==> config.mk <==
export PLATFORM = sky130hd
export DESIGN_NAME = parity_frame_receiver
export DESIGN_NICKNAME = d
export VERILOG_FILES = /design/src/rtl/parity_frame_receiver.sv
export SDC_FILE = /design/constraint.sdc
export NUM_CORES = 1
export LEC_CHECK = 0
export CAP_MARGIN = 40
export CORE_MARGIN = 2
export CORE_UTILIZATION = 35
export CTS_CLUSTER_DIAMETER = 200
export DETAILED_ROUTE_END_ITERATION = 10
export PLACE_DENSITY = 0.62
export SLEW_MARGIN = 20
export SYNTH_ARGS = -nofsm -noshare
export SYNTH_HDL_FRONTEND = slang
export SYNTH_SLANG_ARGS = --single-unit
==> constraint.sdc <==
create_clock -name clk -period 4.45 [get_ports clk]
set_input_delay 0.89 -clock clk [delete_from_list [all_inputs] [get_ports clk]]
set_output_delay 0.89 -clock clk [all_outputs]
set_load 0.02 [all_outputs]
==> src/rtl/parity_frame_receiver.sv <==
// Serial frame receiver: start, DATA_W data bits LSB first, parity, stop.
// Reports each completed frame with a one-cycle rx_valid plus parity/framing error flags.
module parity_frame_receiver #(
    parameter int DATA_W       = 8,
    parameter int CLKS_PER_BIT = 16,
    parameter int PARITY_ODD   = 0
) (
    input  logic              clk,
    input  logic              rst,
    input  logic              rx,
    output logic [DATA_W-1:0] rx_data,
    output logic              rx_valid,
    output logic              parity_err,
    output logic              frame_err,
    output logic              busy
);

    localparam int CNT_W = $clog2(CLKS_PER_BIT);
    localparam int IDX_W = $clog2(DATA_W);
    localparam logic [CNT_W-1:0] CNT_HALF = CNT_W'(CLKS_PER_BIT / 2 - 1);
    localparam logic [CNT_W-1:0] CNT_LAST = CNT_W'(CLKS_PER_BIT - 1);
    localparam logic [IDX_W-1:0] IDX_LAST = IDX_W'(DATA_W - 1);
    localparam logic             PAR_ODD  = (PARITY_ODD != 0);

    typedef enum logic [2:0] {IDLE, START, DATA, PARITY, STOP} state_t;

    state_t             state_q, state_d;
    logic [CNT_W-1:0]   cnt_q, cnt_d;
    logic [IDX_W-1:0]   idx_q, idx_d;
    logic [DATA_W-1:0]  shreg_q, shreg_d;
    logic               par_bad_q, par_bad_d;
    logic               stop_bit_q, stop_bit_d;
    logic               stop_seen_q, stop_seen_d;
    logic               armed_q, armed_d;
    logic [DATA_W-1:0]  rx_data_q, rx_data_d;
    logic               rx_valid_q, rx_valid_d;
    logic               parity_err_q, parity_err_d;
    logic               frame_err_q, frame_err_d;
    logic               sync_q, rx_s_q;

    always_ff @(posedge clk or posedge rst) begin
        if (rst) begin
            sync_q <= 1'b1;
            rx_s_q <= 1'b1;
        end else begin
            sync_q <= rx;
            rx_s_q <= sync_q;
        end
    end

    always_comb begin
        state_d      = state_q;
        cnt_d        = cnt_q;
        idx_d        = idx_q;
        shreg_d      = shreg_q;
        par_bad_d    = par_bad_q;
        stop_bit_d   = stop_bit_q;
        stop_seen_d  = stop_seen_q;
        armed_d      = armed_q;
        rx_data_d    = rx_data_q;
        rx_valid_d   = 1'b0;
        parity_err_d = parity_err_q;
        frame_err_d  = frame_err_q;

        case (state_q)
            IDLE: begin
                cnt_d       = '0;
                idx_d       = '0;
                stop_seen_d = 1'b0;
                // armed_q blocks a start until the line has been seen high
                // (after reset, or while a break holds the line low)
                if (rx_s_q) begin
                    armed_d = 1'b1;
                end else if (armed_q) begin
                    par_bad_d = 1'b0;
                    state_d   = START;
                end
            end
            START: begin
                if (cnt_q == CNT_HALF) begin
                    cnt_d   = '0;
                    state_d = rx_s_q ? IDLE : DATA;
                end else begin
                    cnt_d = cnt_q + 1'b1;
                end
            end
            DATA: begin
                if (cnt_q == CNT_LAST) begin
                    cnt_d   = '0;
                    shreg_d = {rx_s_q, shreg_q[DATA_W-1:1]};
                    if (idx_q == IDX_LAST) begin
                        idx_d   = '0;
                        state_d = PARITY;
                    end else begin
                        idx_d = idx_q + 1'b1;
                    end
                end else begin
                    cnt_d = cnt_q + 1'b1;
                end
            end
            PARITY: begin
                if (cnt_q == CNT_LAST) begin
                    cnt_d     = '0;
                    par_bad_d = rx_s_q ^ (^shreg_q) ^ PAR_ODD;
                    state_d   = STOP;
                end else begin
                    cnt_d = cnt_q + 1'b1;
                end
            end
            STOP: begin
                // The counter parks at its last value once the stop bit is
                // captured; the frame is reported on the following edge.
                if (stop_seen_q) begin
                    rx_data_d    = shreg_q;
                    parity_err_d = par_bad_q;
                    frame_err_d  = ~stop_bit_q;
                    rx_valid_d   = 1'b1;
                    armed_d      = stop_bit_q;
                    stop_seen_d  = 1'b0;
                    state_d      = IDLE;
                end else if (cnt_q == CNT_LAST) begin
                    stop_bit_d  = rx_s_q;
                    stop_seen_d = 1'b1;
                end else begin
                    cnt_d = cnt_q + 1'b1;
                end
            end
            default: state_d = IDLE;
        endcase
    end

    always_ff @(posedge clk or posedge rst) begin
        if (rst) begin
            state_q      <= IDLE;
            cnt_q        <= '0;
            idx_q        <= '0;
            shreg_q      <= '0;
            par_bad_q    <= 1'b0;
            stop_bit_q   <= 1'b1;
            stop_seen_q  <= 1'b0;
            armed_q      <= 1'b0;
            rx_data_q    <= '0;
            rx_valid_q   <= 1'b0;
            parity_err_q <= 1'b0;
            frame_err_q  <= 1'b0;
        end else begin
            state_q      <= state_d;
            cnt_q        <= cnt_d;
            idx_q        <= idx_d;
            shreg_q      <= shreg_d;
            par_bad_q    <= par_bad_d;
            stop_bit_q   <= stop_bit_d;
            stop_seen_q  <= stop_seen_d;
            armed_q      <= armed_d;
            rx_data_q    <= rx_data_d;
            rx_valid_q   <= rx_valid_d;
            parity_err_q <= parity_err_d;
            frame_err_q  <= frame_err_d;
        end
    end

    assign rx_data    = rx_data_q;
    assign rx_valid   = rx_valid_q;
    assign parity_err = parity_err_q;
    assign frame_err  = frame_err_q;
    assign busy       = (state_q != IDLE);

endmodule

# == After elaboration in Yosys (flattened, before gate mapping) ==
# Index checks and enable logic that the tools add are counted.
# totals
reg_bits,35
in_bits,3
out_inout_bits,12
word_cells,81
# op_classes
add_sub_neg,2
n_eq_ne,17
muxes,29
bitwise,3
reduce_logical,16
# op_table
cell,count
3-bit 2-to-1 mux,9
2-bit != test (second input constant),10
4-bit 2-to-1 mux,4
4-bit case mux with 4 select lines,1
3-bit case mux with 5 select lines,1
1-bit 2-to-1 mux,9
3-bit AND reduction,3
8-bit parity,1
7-bit AND reduction,1
3-bit by 2-bit == test with 1-bit output (second input constant),2
3-bit == test (second input constant),2
1-bit case mux with 2 select lines,3
3-bit case mux with 2 select lines,1
2-bit AND reduction,3
2-bit nonzero test,3
4-bit by 1-bit adder with 4-bit output (second input constant),1
4-bit by 3-bit == test with 1-bit output (second input constant),1
4-bit == test (second input constant),1
4-bit AND reduction,1
4-bit nonzero test,1
3-bit by 1-bit adder with 3-bit output (second input constant),1
3-bit by 1-bit == test with 1-bit output (second input constant),1
3-bit zero test,1
3-bit nonzero test,1
4 further kinds,5

# == Logic depth before layout (Yosys ltp) ==
# depth
depth_word,4
mapped_depth,7
ltp_nobuf,6

# == Worst setup path before layout ==
# Ideal clock, no wire load.
# synth_timing
path_kind,register to output
from,reg state_q[0]
to,out busy
t_arrival_ns,0.853
t_required_ns,3.560
path_slack_ns,2.707
path_stages_with_launch,4
n_path_buf,1
cell_sequence,dfrtp_1 > buf_4 > nor2_2 > nand2_1
# synth_via
elab_chain_cells,1
# synth_lines
element,line_no,rtl
"start, declared",27,"state_t state_q, state_d;"
"start signal, assigned",147,state_q <= state_d;
3-bit nonzero test,166,assign busy = (state_q != IDLE);
"end, declared",15,output logic busy
# No other way between the ends.

# == Worst setup path in the final report ==
# layout_timing
from,reg state_q[2]
to,out busy
# The elaborated chain is that of the path after synthesis.

==> summary.md <==
| Metric | Value |
|---|---|
| Share of cells above drive strength 1 | `22.82%` |
| Mapped Cells | `133` |
| Vias per inst | `5.158` |
| Outcome | `completed` |
| Vias | `1047` |
| Slew Viols, Final | `0` |
| Layout Nets | `154` |
| Final setup TNS | `0 ns` |
| Commonest non-fill, non-tap cell in the layout | `dfrtp_1` |
| GP Congestion | `0.8190` |
| Number of global-route vias before repair | `1081` |
| Clock Latency Late Sink | `0.28 ns` |
| Num ports | `15` |
| Core ar. | `4692 µm²` |
| # diodes | `0` |
| Dpl ws | `2.056 ns` |
| DRC | `0` |
| P&R area growth vs syn | `16.11%` |
| CP Capture Type | `output port` |
| Slew at the pin with the worst max-slew slack | `0.7179 ns` |
| Post-DP Area | `1824 µm²` |
| Seq cells post-synth | `35` |
| I/O Buffers | `14` |
| GR Util All Layers | `12.95%` |
| Fin Clk Skew | `0.002699 ns` |
| R2R Path End | `parity_err` |
| Peak supply drop | `0.2007 mV` |
| Design Power | `902.3 µW` |
| Sequential element share of the synthesized area | `52.19%` |
| Cell area after layout | `1957 µm²` |
| Endpoints failing setup | `0` |
| RSZ-0062 raised after global routing | `no` |
| Dpl hpwl | `1.923 mm` |
| # resized after CTS | `0` |
| TritonCTS buffer count | `5` |
| # hold bufs at CTS | `0` |
| Setup WS post-layout | `1.718 ns` |
| Fin crit share | `61.39%` |
| Reg2reg setup slack | `2.52 ns` |
| Post-synth top area share | `47.51%` |
| Post-synth EDFFs | `0` |
| Leak Pwr | `0.0008921 µW` |
| R2r startpoint | `state_q[0]` |
| Warnings from Yosys | `0` |
| Async set or reset register ratio after synthesis | `100.0%` |
| Rows | `25` |
| Initial core utilization | `35.92%` |
| Rel. slew slack | `52.14%` |
| Die ar. | `5386 µm²` |
| Worst Hold Slack | `0.3563 ns` |
| Commonest cells after routing, fill and taps aside | `dfrtp_1, nand2_1, clkdlybuf4s50_1, mux2_4, o21ai_0` |
| H-tree levels | `2` |
| Cell Pwr Density | `461.1 nW/µm²` |
| First-pass GRT wire length | `5.188 mm` |
| CP arrival | `1.84 ns` |
| Worst-path clk slew | `0.07 ns` |
| DRT Wirelength | `2.910 mm` |
| Final Hold Violating Endpoints | `0` |
| Syn Area/Cell | `12.67 µm²` |
| Initial antenna violation count | `0` |
| Synth top area cells | `dfrtp_1, mux2_4, dfstp_2` |
| Synth unique cells | `37` |
| Worst r2r path cells | `3` |
| Mapped Nets | `139` |
| DR WL/cell | `14.33 µm` |
| Crit Path Class | `reg -> out` |
| Worst hold start | `sync_q` |
| Clk sinks | `35` |
| Drt pass-1 iters | `4` |
| Hold Path Stages | `0` |
| Critical Path Start Type | `register` |
| Critical Path RT | `3.56 ns` |
| Most common flop cell mapped by yosys | `dfrtp_1` |
| Fmax | `0.3661 GHz` |
| Number of setup buffers added after CTS | `0` |
| Die Span X | `73.39 µm` |
| TritonCTS clock tree | `yes` |
| Number of max-cap violations | `0` |
| Maximum buffer depth of the clock tree | `2` |
| Syn Std Cell Area | `1685 µm²` |
| Largest net degree at the start of global routing | `36` |
| GR Overflow Total | `0` |
| Clock root buffer | `clkbuf_8` |
| Synth area leader | `dfrtp_1` |
| Worst hold-check path type | `reg -> reg` |
| CP Max Fanout | `16` |
| Min-Delay Endpoint | `rx_s_q` |
| Die Y | `73.39 µm` |
| DR iter-0 viols | `166` |
| Tmin final | `2.732 ns` |
| Antenna Nets Post-Route | `0` |
==> through the flow <==
step	util [%]	cells
5_1_grt	41.71	203
4_1_cts	41.71	203
3_3_place_gp	38.88	195
3_5_place_dp	38.88	195
6_report	41.71	203
2_1_floorplan	-	133
==> metal layers <==
metal | global-route usage, % | share of wire (%) | up-vias
met3 | 5.487 | 5.0 | 2
li1 | - | - | 491
met1 | 15.88 | 46 | 525
met2 | 20.02 | 48 | 29
met5 | 0 | 0 | -
met4 | 5.455 | 0.62 | 0
==> Yosys cell counts, types with 2 or more instances <==
library cell / instances
nor2_1: 6
mux2i_1: 2
nand3b_1: 2
xnor2_1: 6
a21oi_1: 3
o21ai_0: 9
and3_1: 3
ha_1: 3
a31oi_1: 2
dfrtp_1: 32
and2_1: 2
mux2_4: 12
dfstp_2: 3
mux2_2: 6
inv_1: 2
nor2_2: 2
nand2_1: 14
buf_6: 4
xor2_1: 2
==> cell families (layout without fill, tap and decap cells) <==
| group | Yosys count | count (layout) | share of synthesized area [%] |
|---|---|---|---|
| compound gates | 21 | 21 | 8.167 |
| xor+xnor | 9 | 9 | 5.494 |
| fa+ha+maj | 3 | 3 | 2.227 |
| buf+inv | 9 | 25 | 4.974 |
| flops | 35 | 35 | 52.19 |
| mux | 20 | 20 | 15.89 |
| simple gates | 36 | 36 | 11.06 |
==> how the worst max path moves through the flow <==
stage	from	endpoint	slack (ns)	cells past startpoint
after floorplan	state_q[0]	busy	2.71	3
after global routing	state_q[2]	busy	1.63	3
after global placement	state_q[2]	busy	2.13	3
after CTS	state_q[2]	busy	1.73	3
after detailed placement	state_q[2]	busy	2.06	3
final	state_q[2]	busy	1.72	3
==> layout make-up <==
class | instances | area, µm²
Sequential cell | 35 | 879.6
Inverter | 2 | 7.507
Multi-Input combinational cell | 89 | 721.9
Fill cell | 437 | 2735
Clock buffer | 6 | 72.57
Tap cell | 54 | 67.56
Clock inverter | 2 | 60.06
Timing Repair Buffer | 15 | 147.6
==> sequential cells by signal, summed over array words and instances (netlist names) <==
| register | count |
|---|---|
| rx_s_q | 1 |
| cnt_q | 4 |
| stop_bit_q | 1 |
| state_q | 3 |
| shreg_q | 8 |
| rx_valid | 1 |
| idx_q | 3 |
| frame_err | 1 |
| sync_q | 1 |
| armed_q | 1 |
| rx_data | 8 |
| par_bad_q | 1 |
| parity_err | 1 |
| stop_seen_q | 1 |
==> where the power goes <==
part           internal (µW)  total [µW]  switching (µW)  leakage [µW]
registers                353         403            49.6      0.000461
clock network            224         337             114     0.0000654
logic                   75.0         162            87.0      0.000366
total                    652         902             250      0.000892
==> worst max-delay path, stage by stage, from the launching register on <==
cell and delay [ns]:
dfrtp_1 0.67, nor2_2 0.10, nand2_1 0.16, clkdlybuf4s50_1 0.63
Note: power is estimated with default switching activity, not from simulation.
